**src/rtl/mem_bist_pkg.sv**
```systemverilog
`timescale 1ns/1ps
`default_nettype none
// +--------------------------------------------------------------------+
// | mem_bist_pkg : shared types, defaults and pattern function          |
// | Rev 1.0                                                             |
// +--------------------------------------------------------------------+
package mem_bist_pkg;

  localparam int DEF_ADDR_WIDTH = 8;
  localparam int DEF_WIDTH      = 32;
  localparam int DEF_TIMEOUT    = 16;
  localparam int DEF_ERR_W      = 16;

  // Wide enough for any practical data width; callers truncate the result.
  localparam int PAT_W = 64;

  typedef enum logic [2:0] {
    IDLE     = 3'd0,
    WR_ISSUE = 3'd1,
    WR_WAIT  = 3'd2,
    RD_ISSUE = 3'd3,
    RD_WAIT  = 3'd4,
    DONE     = 3'd5
  } bist_state_e;

  function automatic logic [PAT_W-1:0] pat(input logic [PAT_W-1:0] seed,
                                           input logic [PAT_W-1:0] idx);
    return seed + idx;
  endfunction

endpackage
`default_nettype wire

```
**src/rtl/bist_timeout_ctr.sv**
```systemverilog
`timescale 1ns/1ps
`default_nettype none
// +--------------------------------------------------------------------+
// | bist_timeout_ctr : load/enable counter, expired on the TIMEOUT-th   |
// | enabled cycle after a load.                     Rev 1.0             |
// +--------------------------------------------------------------------+
module bist_timeout_ctr #(
  parameter int TIMEOUT = 16
) (
  input  logic clk,
  input  logic rst,
  input  logic load,
  input  logic en,
  output logic expired
);

  localparam int CW = $clog2(TIMEOUT + 1);

  logic [CW-1:0] cnt_q;
  logic [CW-1:0] cnt_d;

  assign expired = (cnt_q == CW'(TIMEOUT - 1));

  always_comb begin
    cnt_d = cnt_q;
    if (load) begin
      cnt_d = '0;
    end else if (en && !expired) begin
      cnt_d = cnt_q + CW'(1);
    end
  end

  always_ff @(posedge clk or posedge rst) begin
    if (rst) begin
      cnt_q <= '0;
    end else begin
      cnt_q <= cnt_d;
    end
  end

endmodule
`default_nettype wire

```
**src/rtl/mem_bist_master.sv**
```systemverilog
`timescale 1ns/1ps
`default_nettype none
// +--------------------------------------------------------------------+
// | mem_bist_master : write seed+index pattern over a window, read it   |
// | back and compare; reports pass, errors and ready timeout. Rev 1.0   |
// +--------------------------------------------------------------------+
module mem_bist_master
  import mem_bist_pkg::*;
#(
  parameter int ADDR_WIDTH = DEF_ADDR_WIDTH,
  parameter int WIDTH      = DEF_WIDTH,
  parameter int TIMEOUT    = DEF_TIMEOUT,
  parameter int ERR_W      = DEF_ERR_W
) (
  input  logic                  clk,
  input  logic                  rst,
  input  logic                  start,
  input  logic [ADDR_WIDTH-1:0] base_addr,
  input  logic [ADDR_WIDTH:0]   length,
  input  logic [WIDTH-1:0]      seed,
  output logic                  busy,
  output logic                  done,
  output logic                  pass,
  output logic [ERR_W-1:0]      err_count,
  output logic [ADDR_WIDTH-1:0] first_err_addr,
  output logic                  timeout_err,
  output logic [ADDR_WIDTH-1:0] m_addr,
  output logic [WIDTH-1:0]      m_wdata,
  output logic                  m_wr_rd,
  output logic                  m_valid,
  input  logic [WIDTH-1:0]      m_rdata,
  input  logic                  m_ready
);

  localparam int IW = ADDR_WIDTH + 1;

  bist_state_e           state_q, state_d;
  logic [ADDR_WIDTH-1:0] base_q, base_d;
  logic [IW-1:0]         len_q, len_d;
  logic [WIDTH-1:0]      seed_q, seed_d;
  logic [IW-1:0]         index_q, index_d;
  logic [ADDR_WIDTH-1:0] addr_q, addr_d;
  logic [WIDTH-1:0]      wdata_q, wdata_d;
  logic                  wr_rd_q, wr_rd_d;
  logic [ERR_W-1:0]      err_q, err_d;
  logic [ADDR_WIDTH-1:0] first_q, first_d;
  logic                  tmo_q, tmo_d;
  logic                  pass_q, pass_d;

  logic                  is_issue, is_wait, tmo_expired, last_word, mismatch;
  logic [IW-1:0]         adv_idx;
  logic [ADDR_WIDTH-1:0] adv_addr;
  logic [WIDTH-1:0]      adv_data, rd_expect;

  assign is_issue  = (state_q == WR_ISSUE) || (state_q == RD_ISSUE);
  assign is_wait   = (state_q == WR_WAIT)  || (state_q == RD_WAIT);
  assign last_word = ((index_q + IW'(1)) == len_q);

  // Index/address/data of the next word, wrapping to the window start after the last one.
  assign adv_idx   = last_word ? '0 : (index_q + IW'(1));
  assign adv_addr  = base_q + adv_idx[ADDR_WIDTH-1:0];
  assign adv_data  = WIDTH'(pat(PAT_W'(seed_q), PAT_W'(adv_idx)));
  assign rd_expect = WIDTH'(pat(PAT_W'(seed_q), PAT_W'(index_q)));
  assign mismatch  = (m_rdata != rd_expect);

  bist_timeout_ctr #(
    .TIMEOUT (TIMEOUT)
  ) u_timeout_ctr (
    .clk     (clk),
    .rst     (rst),
    .load    (is_issue),
    .en      (is_wait),
    .expired (tmo_expired)
  );

  always_comb begin
    state_d = state_q;
    base_d  = base_q;
    len_d   = len_q;
    seed_d  = seed_q;
    index_d = index_q;
    addr_d  = addr_q;
    wdata_d = wdata_q;
    wr_rd_d = wr_rd_q;
    err_d   = err_q;
    first_d = first_q;
    tmo_d   = tmo_q;
    pass_d  = pass_q;

    case (state_q)
      IDLE: begin
        if (start) begin
          base_d  = base_addr;
          len_d   = length;
          seed_d  = seed;
          index_d = '0;
          addr_d  = base_addr;
          wdata_d = seed;
          wr_rd_d = 1'b1;
          err_d   = '0;
          first_d = '0;
          tmo_d   = 1'b0;
          pass_d  = 1'b0;
          state_d = (length == '0) ? DONE : WR_ISSUE;
        end
      end
      WR_ISSUE: state_d = WR_WAIT;
      RD_ISSUE: state_d = RD_WAIT;
      WR_WAIT: begin
        if (m_ready) begin
          index_d = adv_idx;
          addr_d  = adv_addr;
          wdata_d = adv_data;
          if (last_word) begin
            wr_rd_d = 1'b0;
            state_d = RD_ISSUE;
          end else begin
            state_d = WR_ISSUE;
          end
        end else if (tmo_expired) begin
          tmo_d   = 1'b1;
          state_d = DONE;
        end
      end
      RD_WAIT: begin
        if (m_ready) begin
          if (mismatch) begin
            if (err_q != '1) begin
              err_d = err_q + ERR_W'(1);
            end
            if (err_q == '0) begin
              first_d = addr_q;
            end
          end
          if (last_word) begin
            state_d = DONE;
          end else begin
            index_d = adv_idx;
            addr_d  = adv_addr;
            wdata_d = adv_data;
            state_d = RD_ISSUE;
          end
        end else if (tmo_expired) begin
          tmo_d   = 1'b1;
          state_d = DONE;
        end
      end
      DONE:    state_d = IDLE;
      default: state_d = IDLE;
    endcase

    // Verdict is formed on entry to DONE so it is valid alongside the done pulse.
    if ((state_d == DONE) && (state_q != DONE)) begin
      pass_d = (err_d == '0) && !tmo_d;
    end
  end

  always_ff @(posedge clk or posedge rst) begin
    if (rst) begin
      state_q <= IDLE;
      base_q  <= '0;
      len_q   <= '0;
      seed_q  <= '0;
      index_q <= '0;
      addr_q  <= '0;
      wdata_q <= '0;
      wr_rd_q <= 1'b0;
      err_q   <= '0;
      first_q <= '0;
      tmo_q   <= 1'b0;
      pass_q  <= 1'b0;
    end else begin
      state_q <= state_d;
      base_q  <= base_d;
      len_q   <= len_d;
      seed_q  <= seed_d;
      index_q <= index_d;
      addr_q  <= addr_d;
      wdata_q <= wdata_d;
      wr_rd_q <= wr_rd_d;
      err_q   <= err_d;
      first_q <= first_d;
      tmo_q   <= tmo_d;
      pass_q  <= pass_d;
    end
  end

  assign busy           = is_issue || is_wait;
  assign done           = (state_q == DONE);
  assign pass           = pass_q;
  assign err_count      = err_q;
  assign first_err_addr = first_q;
  assign timeout_err    = tmo_q;
  assign m_addr         = addr_q;
  assign m_wdata        = wdata_q;
  assign m_wr_rd        = wr_rd_q;
  assign m_valid        = is_issue;

endmodule
`default_nettype wire

```
**config.mk**
```make
export PLATFORM = sky130hd
export DESIGN_NAME = mem_bist_master
export DESIGN_NICKNAME = d
export VERILOG_FILES = /design/src/rtl/mem_bist_pkg.sv /design/src/rtl/bist_timeout_ctr.sv /design/src/rtl/mem_bist_master.sv
export SDC_FILE = /design/constraint.sdc
export NUM_CORES = 1
export LEC_CHECK = 0
export BUFFER_PORTS_ARGS = -buffer_cell sky130_fd_sc_hd__buf_2
export CORE_ASPECT_RATIO = 1.4
export CORE_MARGIN = 4
export CORE_UTILIZATION = 60
export CTS_CLUSTER_DIAMETER = 40
export CTS_CLUSTER_SIZE = 12
export DETAILED_ROUTE_END_ITERATION = 6
export PLACE_DENSITY_LB_ADDON = 0.25
export SLEW_MARGIN = 20
export SYNTH_ARGS = -nofsm -noshare
export SYNTH_HDL_FRONTEND = slang
export SYNTH_SLANG_ARGS = --single-unit
```
**constraint.sdc**
```tcl
create_clock -name clk -period 10.6 [get_ports clk]
set_input_delay 1.06 -clock clk [delete_from_list [all_inputs] [get_ports clk]]
set_output_delay 1.06 -clock clk [all_outputs]
set_load 0.02 [all_outputs]
```
### Word-level counts from Yosys, hierarchy flattened

Index checks and enable logic that the tools add are counted.

| word-level totals | value |
|---|---|
| flip-flop bits (word level) | 133 |
| logic and storage cells | 108 |
| output and inout port bits | 70 |

| operators by class | value |
|---|---|
| reduce and logical (&&, ||, !) cells | 24 |
| equality and inequality tests | 18 |
| add/sub/neg operators | 6 |
| multiplexer cells | 47 |

Operators by type and width:

| cell | number |
|---|---|
| 32-bit two-way mux | 4 |
| 32-bit case mux with 3 select lines | 1 |
| 32-bit by 9-bit adder with 32-bit output | 2 |
| 16-bit two-way mux | 4 |
| 8-bit two-way mux | 8 |
| 9-bit two-way mux | 5 |
| 16-bit logical NOT | 2 |
| 32-bit != test | 1 |
| 16-bit case mux with 2 select lines | 1 |
| 9-bit case mux with 3 select lines | 1 |
| 8-bit case mux with 3 select lines | 1 |
| 3-bit two-way mux | 6 |
| 16-bit by 1-bit adder with 16-bit output (second input constant) | 1 |
| 16-bit != test (second input constant) | 1 |
| 8-bit case mux with 2 select lines | 1 |
| 3-bit case mux with 5 select lines | 1 |
| 2-bit != test (second input constant) | 6 |
| 5-bit two-way mux | 2 |
| 5-bit AND reduction | 2 |
| 2-bit nonzero test | 5 |
| 9-bit by 1-bit adder with 9-bit output (second input constant) | 1 |
| 3-bit equality test (second input constant) | 3 |
| 9-bit equality test | 1 |
| 9-bit logical NOT | 1 |
| other kinds (18) | 34 |

### Longest topological paths before layout

Gate-level depths: netlist of run 1.

| logic depth | value |
|---|---|
| word-level depth | 9 |
| depth in mapped cells | 24 |

### Cells and area by module

From an unflattened synthesis of run 1, not the netlist that was laid out.

| second synthesis, totals | value |
|---|---|
| cell total of the unflattened synthesis | 1121 |
| area total of the unflattened synthesis | 9080.0 um2 |

Modules (own cells, without submodules):

| module | area each (um2) | cells an instance | times used | seq. area each (um2) |
|---|---|---|---|---|
| mem_bist_master | 8816.0 | 1097 | 1 | 3203.1 |
| bist_timeout_ctr | 264.0 | 24 | 1 | 125.1 |

### Worst setup path after synthesis of run 1

Ideal clock, no wire load.

| timing | value |
|---|---|
| path type | register to register |
| start | reg index_q[0] |
| end | reg wdata_q[31], in the netlist m_wdata[31] |
| clock period less this slack | 4676 ps |
| setup slack | 5924 ps |
| arrival | 4581 ps |
| required time | 10505 ps |
| library setup time | 95 ps |
| cell stages (with the launch flop) | 24 |
| cell sequence | dfrtp_1 ha_1 and3_1 and3_1 nand3_1 xor2_1 xnor2_1 nor4_1 clkbuf_1 nand2b_1 inv_1 ha_1 a21o_1 a21oi_1 o21ai_0 a21oi_1 o21ai_0 a21oi_1 o21ai_0 and2_1 nand2_1 xnor2_1 nor2_1 o31ai_1 |

| between the ends | value |
|---|---|
| cells in the longest elaborated chain, start to end | 7 |

RTL lines:

| what | line | RTL |
|---|---|---|
| start: declaration | mem_bist_master.sv:41 | `logic [IW-1:0] index_q, index_d;` |
| start signal: assignment | mem_bist_master.sv:177 | `index_q <= index_d;` |
| 9-bit by 1-bit adder with 9-bit output * | mem_bist_master.sv:57, mem_bist_master.sv:60 |  |
| 9-bit equality test | mem_bist_master.sv:57 | `assign last_word = ((index_q + IW'(1)) == len_q);` |
| 9-bit two-way mux | mem_bist_master.sv:60 | `assign adv_idx = last_word ? '0 : (index_q + IW'(1));` |
| 32-bit by 9-bit adder with 32-bit output | mem_bist_pkg.sv:28 | `return seed + idx;` |
| 32-bit two-way mux | mem_bist_master.sv:135 | `if (last_word) begin` |
| 32-bit two-way mux | mem_bist_master.sv:126 | `if (m_ready) begin` |
| 32-bit case mux with 3 select lines | mem_bist_master.sv:90 | `case (state_q)` |
| end signal: assignment | mem_bist_master.sv:179 | `wdata_q <= wdata_d;` |
| end: declaration | mem_bist_master.sv:43 | `logic [WIDTH-1:0] wdata_q, wdata_d;` |

Every way passes the cells marked *; elsewhere a longest branch is shown, timed or not. The select of a mux whose other input is x is not followed.
A chain may end at the register's enable or synchronous reset.

### Worst setup path after layout of run 1

Ends and elaborated chain as after synthesis.

==> results of run 1 <==
layout make-up:
| class | count | area [µm²] | share of cell area |
|---|---|---|---|
| clock inverters | 15 | 159 | 0.0158 |
| repair buffers | 160 | 816 | 0.0812 |
| well taps | 185 | 231 | 0.0230 |
| inverters | 29 | 111 | 0.0111 |
| multi-input cells | 841 | 4980 | 0.495 |
| clock buffers | 17 | 425 | 0.0423 |
| flip-flops and latches | 133 | 3330 | 0.331 |
routing by layer:
| layer | wire (µm) | track usage | vias up |
|---|---|---|---|
| met5 | 0 | 0 | - |
| met4 | 1150 | 0.151 | 0 |
| met3 | 1530 | 0.0515 | 74 |
| met2 | 13200 | 0.547 | 329 |
| met1 | 9740 | 0.372 | 3906 |
| li1 | - | - | 3895 |
state kept, by name, summed over array words and instances (netlist names), 3 cells and up:
name / flops
u_timeout_ctr.cnt_q: 5
m_addr: 8
seed_q: 32
state_q: 3
err_count: 16
base_q: 8
first_err_addr: 8
len_q: 9
m_wdata: 32
index_q: 9
logic make-up (layout without fill, tap and decap cells):
family                   Yosys count  count (layout)  synth area share
AO/OA/AOI/OAI                    213             213             0.149
AND/OR/NAND/NOR                  487             487             0.259
buffers and inverters             83             221            0.0503
flip-flops                       133             133             0.381
XOR/XNOR                          91              91            0.0913
multiplexers                      17              17            0.0195
adder cells (fa/ha/maj)           33              33            0.0499
where the power goes:
group	internal, mW	switching (mW)	leakage [nW]
logic	0.460	0.816	2.90
clock network	0.335	0.271	0.285
registers	0.696	0.226	1.70
total	1.49	1.31	4.89
worst max-delay path, stage by stage (launching register included):
cell and delay [ns]:
dfrtp_1 0.46, ha_1 0.26, and3_1 0.24, and3_1 0.26
nand3_1 0.12, xor2_1 0.26, xnor2_1 0.10, nor4_1 0.66
buf_4 0.28, nand2b_1 0.22, inv_1 0.09, ha_1 0.27
a21o_1 0.17, a21oi_1 0.29, o21ai_0 0.13, a21oi_1 0.23
o21ai_0 0.13, a21oi_1 0.35, o21ai_0 0.42, and2_1 0.36
nand2_1 0.11, xnor2_1 0.12, nor2_1 0.05, o31ai_1 0.25
Yosys cell counts (11+ instances only):
cell type,instances
xnor2_1,52
nor3_1,15
mux2i_1,17
nand2_1,264
a21oi_1,55
dfrtp_1,133
xor2_1,39
ha_1,30
nand2b_1,11
nand3_1,26
o21ai_0,84
nor4_1,14
a21o_1,13
and3_1,16
nor2_1,75
inv_1,29
clkbuf_1,36
worst min path at each step:
stage	start	slack [ns]	end	depth (start not counted)
after floorplan	base_q[5]	0.45	base_q[5]	2
after global placement	first_err_addr[4]	0.46	first_err_addr[4]	2
after detailed placement	first_err_addr[5]	0.47	first_err_addr[5]	2
after CTS	first_err_addr[5]	0.48	first_err_addr[5]	2
after global routing	m_wdata[26]	0.50	m_wdata[26]	2
final	first_err_addr[5]	0.47	first_err_addr[5]	2
metrics by stage:
stage / hold WS, ns / cell area, µm² / std cells / worst slack [ns]
3_3_place_gp: 0.456 / 9460 / 1348 / 5.16
5_1_grt: 0.505 / 10000 / 1380 / 4.20
6_report: 0.475 / 10000 / 1380 / 4.66
3_5_place_dp: 0.466 / 9460 / 1348 / 4.84
4_1_cts: 0.481 / 10000 / 1380 / 4.77
2_1_floorplan: 0.451 / 8730 / 1057 / 5.92
==> metrics.yaml, run 1 <==
grtUsageTotal: 0.315
finClkSkew_ns: 0.0101
root_buffer: "clkbuf_16"
drt_iter0_markers: 578
row_count: 51
nFillCells: 1194
ys_types: 74
wirelength_um: 25600
ios: 155
cts_setup_buffers: 0
relSlewSlack: 0.330
dr.pass1.iters: 5
worstPathMaxFanout: 8
synth_top_area_frac: 0.381
fin_nets: 1300
grt_pass1_vias: 8197
r2r_slack_ns: 4.66
clk_path_buf_depth: 2
fmax_mhz: 168
cts_buffers: 17
synth_edf_count: 0
routedWlPerCell_um: 18.6
grt.overflow.total: 0
grt_max_degree: 72
async_reset_ff_frac: 1.00
worstSkewPairLatency_ns: 0.43
ys_top_cells_by_area: "dfrtp_1 38%, nand2_1 11%, xnor2_1 5.2%, o21ai_0 4.8%, ha_1 4.3%"
cp-start-kind: "register"
grt_pass1_wl_um: 40500
finalSetupTns_ns: 0
finalCritPeriodShare: 0.560
core-area_um2: 14100
antenna_found_initial: 0
hold_viol: 0
antenna_cells: 0
cts_tree: "done"
setup_violations: 0
syn_avg_cell_area_um2: 8.26
rsz0062_at_grt: "false"
synth.net_count: 1175
ys.flop_type: "dfrtp_1"
reg2reg_to: "m_wdata[31]"
drv_cap: 0
crit_required_ns: 10.93
startpoint: "index_q[0]"
vias: 8204
syn_inst: 1057
mostFrequentLayoutCells: "264 x nand2_1, 154 x buf_2, 133 x dfrtp_1"
ir_worst_vdd_mv: 0.177
io_buffer_count: 154
post-dp-hpwl_um: 18800
gp_congestion: 0.933
static-leakage-power_nw: 4.89
report.final.slew_viol_count: 0
ys_warn_count: 0
final_layout_size_suffix_gt1_frac: 0.185
synth_area_um2: 8730
cts_hold_buf: 0
crit_end: "m_wdata[31]"
htreeDepth: 4
drc_errors: 0
die_y_um: 151
final_core_util: 0.713
regToRegStartpoint: "index_q[0]"
reg2reg_depth: 23
timing_worst_slew_pin_value_ns: 1.00
powerDensity_nw_per_um2: 279
die_w_um: 110
finalCriticalPeriod_ns: 5.94
cts_resized: 0
path_clk_slew_ns: 0.07
final_common_cell: "nand2_1"
vias_per_cell: 5.94
ys_ff_latch: 133
crit_arrival_ns: 6.27
criticalPathCategory: "reg2reg"
yosysTopAreaCell: "dfrtp_1"
total_power_mw: 2.80
ys_seq_area_frac: 0.381
areaGrowthSynthToFinish_pct: 15.1
dieArea_um2: 16600
final_antenna_net_count: 0
status: "finished clean"
endpoint_kind: "register"
holdCritPathClass: "reg2reg"
numClockSinks: 133
start_util: 0.619
Note: power is estimated with default switching activity, not from simulation.
==> run 2, diff against run 1 <==
--- a/config.mk
+++ b/config.mk
@@ -5,10 +5,11 @@
 export SDC_FILE = /design/constraint.sdc
 export NUM_CORES = 1
 export LEC_CHECK = 0
+export ABC_AREA = 1
 export BUFFER_PORTS_ARGS = -buffer_cell sky130_fd_sc_hd__buf_2
 export CORE_ASPECT_RATIO = 1.4
 export CORE_MARGIN = 4
-export CORE_UTILIZATION = 60
+export CORE_UTILIZATION = 58
 export CTS_CLUSTER_DIAMETER = 40
 export CTS_CLUSTER_SIZE = 12
 export DETAILED_ROUTE_END_ITERATION = 6
==> constraint.sdc (replaced) <==
create_clock -name clk -period 6.2 [get_ports clk]
set_input_delay 0.62 -clock clk [delete_from_list [all_inputs] [get_ports clk]]
set_output_delay 0.62 -clock clk [all_outputs]
set_load 0.02 [all_outputs]
==> run 2 against run 1 <==
First-iteration DRC count is 65% higher; design area up 8.5%; sequential power rose by 80%; non-clock buffer count grew 2; largest cell class unchanged; fmax increased by 15%; area after synthesis up 8.0%; global-route usage increased by 0.082 points; count of clock-buffer cells in the layout did not move.
==> metrics.yaml, run 2 <==
status: "finished clean"
synth_edf_count: 0  # unchanged
routedWlPerCell_um: 16.5  # -11%
synthMostInstantiatedCell: "nand2_1"
regToRegStartpoint: "index_q[0]"
cts_tree: "done"
max_stage_delay_ns: 0.45  # -0.21 ns
ys.flop_type: "dfrtp_1"
cts_resized: 0  # unchanged
worstSkewPairLatency_ns: 0.43  # about the same
grt_pass1_vias: 9532  # +16%
finClkSkew_ns: 0.0120  # +0.00193 ns
fin_hold_ws_ns: 0.279  # -0.196 ns
dp.cells: 1698  # +26%
ys_top_cells_by_count: "452 x nand2_1, 155 x inv_1, 133 x dfrtp_1, 118 x nor2_1, 92 x nand3_1"
relSlewSlack: 0.426  # +0.0954
cpMostUsedCell: "nand2_1"
fin_nets: 1639  # +26%
io_buffer_count: 154  # unchanged
hold_viol: 0  # unchanged
start_util: 0.599  # -0.0201
ios: 155  # unchanged
synth_top_area_frac: 0.353  # -0.0283
gp_congestion: 0.973  # +4.2%
grt_pass1_wl_um: 46300  # +14%
finalCritPeriodShare: 0.836  # +0.276
ir_worst_vdd_mv: 0.435  # +150%
final_layout_size_suffix_gt1_frac: 0.154  # -0.0311
die_y_um: 159  # +5.4%
areaGrowthSynthToFinish_pct: 15.6
crit_arrival_ns: 5.54  # -0.73 ns
synth.net_count: 1500  # +28%
finalSetupTns_ns: 0  # unchanged
fmax_mhz: 193  # +15%
syn_inst: 1382  # +31%
final_common_cell: "nand2_1"
final_area_um2: 10900  # +8.5%
powerDensity_nw_per_um2: 524  # +88%
cp_slowest_cell: "dfrtp_1"
wirelength_um: 28500  # +11%
grt.overflow.total: 0  # unchanged
mostFrequentLayoutCells: "452 x nand2_1, 154 x inv_1, 154 x buf_2"
dieArea_um2: 18400  # +11%
total_power_mw: 5.71  # +100%
antenna_found_initial: 0  # unchanged
antenna_cells: 0  # unchanged
die_w_um: 116  # +5.3%
final_antenna_net_count: 0  # unchanged
rsz0062_at_grt: "false"
report.final.slew_viol_count: 0  # unchanged
timing_worst_slew_pin_value_ns: 0.859  # -0.146 ns
fin_ws_ns: 1.02  # -3.65 ns
drv_cap: 0  # unchanged
final_cell_count_no_fill: 1730  # +25%
cts_hold_buf: 0  # unchanged
path_clk_slew_ns: 0.07  # about the same
cp-start-kind: "register"
yosysTopAreaCell: "dfrtp_1"
reg2reg_to: "m_wdata[24]"
htreeDepth: 4  # unchanged
ys_ff_latch: 133  # unchanged
criticalPathCategory: "reg2reg"
row_count: 54  # +5.9%
grt_max_degree: 70  # -2.8%
dr.pass1.iters: 6  # +1
ys_seq_area_frac: 0.353  # -0.0283
static-leakage-power_nw: 5.68  # +16%
placed_cell_area_um2: 10300  # +9.2%
endpoint_kind: "register"
clk_path_buf_depth: 2  # unchanged
vias: 9689  # +18%
root_buffer: "clkbuf_16"
ys_top_cells_by_area: "dfrtp_1 35%, nand2_1 18%, inv_1 6.2%, nand3_1 4.9%, o21ai_0 4.8%"
worstPathMaxFanout: 8  # unchanged
r2r_slack_ns: 1.02  # -3.65 ns
drc_errors: 0  # unchanged
crit_required_ns: 6.55  # -4.38 ns
grtUsageTotal: 0.315  # +0.000816
async_reset_ff_frac: 1.00  # unchanged
numClockSinks: 133  # unchanged
cts_setup_buffers: 0  # unchanged
finalCriticalPeriod_ns: 5.18  # -0.754 ns
ys_warn_count: 0  # unchanged
cts_buffers: 17  # unchanged
post-dp-hpwl_um: 21200  # +13%
setup_violations: 0  # unchanged
place_ws_ns: 1.12  # -3.72 ns
ys_types: 42  # -43%
syn_avg_cell_area_um2: 6.82  # -17%
final_core_util: 0.692  # -0.0200
vias_per_cell: 5.60  # -5.8%
holdCritPathClass: "in2async"
reg2reg_depth: 30  # +30%
core-area_um2: 15700  # +12%
synth_area_um2: 9430  # +8.0%
drt_iter0_markers: 953  # +65%
==> run 2: cell count changes after synthesis, sizes merged, moves of 14 or more <==
cell    delta
nand4     +27
inv      +128
nand3     +72
nor2      +53
mux2i     -17
xnor2     -39
nand3b    +14
nand2    +194
and3      -16
==> run 2: cell families after synthesis <==
group,share of synthesized area
simple gates,0.358
buf+inv,0.0837
compound gates,0.101
flops,0.353
xor+xnor,0.0585
fa+ha+maj,0.0462
==> run 2: where the power goes <==
group | leakage [nW] | internal (mW) | switching, mW
sequential | 1.66 | 1.26 | 0.397
clock | 0.276 | 0.560 | 0.431
combinational | 3.75 | 0.990 | 2.07
==> run 2: worst max-delay path by stage <==
stage	startpoint	to	slack, ns	cells after the start
global route	index_q[0]	m_wdata[24]	0.47	30
finish	index_q[0]	m_wdata[24]	1.02	30
CTS	index_q[0]	m_wdata[24]	1.08	30
detailed placement	index_q[0]	m_wdata[24]	1.12	30
global placement	index_q[0]	m_wdata[24]	1.28	30
floorplan	index_q[0]	m_wdata[24]	1.92	30
==> run 2: cell type report <==
cell class | instances | area [µm²]
clock buffers | 17 | 425
clock inverters | 15 | 143
fillers | 1362 | 4840
inverters | 159 | 602
multi-input cells | 1048 | 5330
flip-flops and latches | 133 | 3330
well taps | 196 | 245
repair buffers | 162 | 831
==> run 2: layer usage <==
metal	GRT usage	vias to the layer above	routed length [µm]
li1	-	4747	-
met1	0.379	4430	11100
met2	0.539	420	14300
met3	0.0545	92	1750
met4	0.149	0	1240
met5	0	-	0
==> run 2: worst max-delay path, delay by kind of cell (launching register included) <==
kind                     cells  cell delay [ns]
buffers and inverters        3             0.29
XOR/XNOR                     1             0.15
flip-flops                   1             0.45
AO/OA/AOI/OAI                5             0.81
AND/OR/NAND/NOR             18             2.60
adder cells (fa/ha/maj)      3             0.80
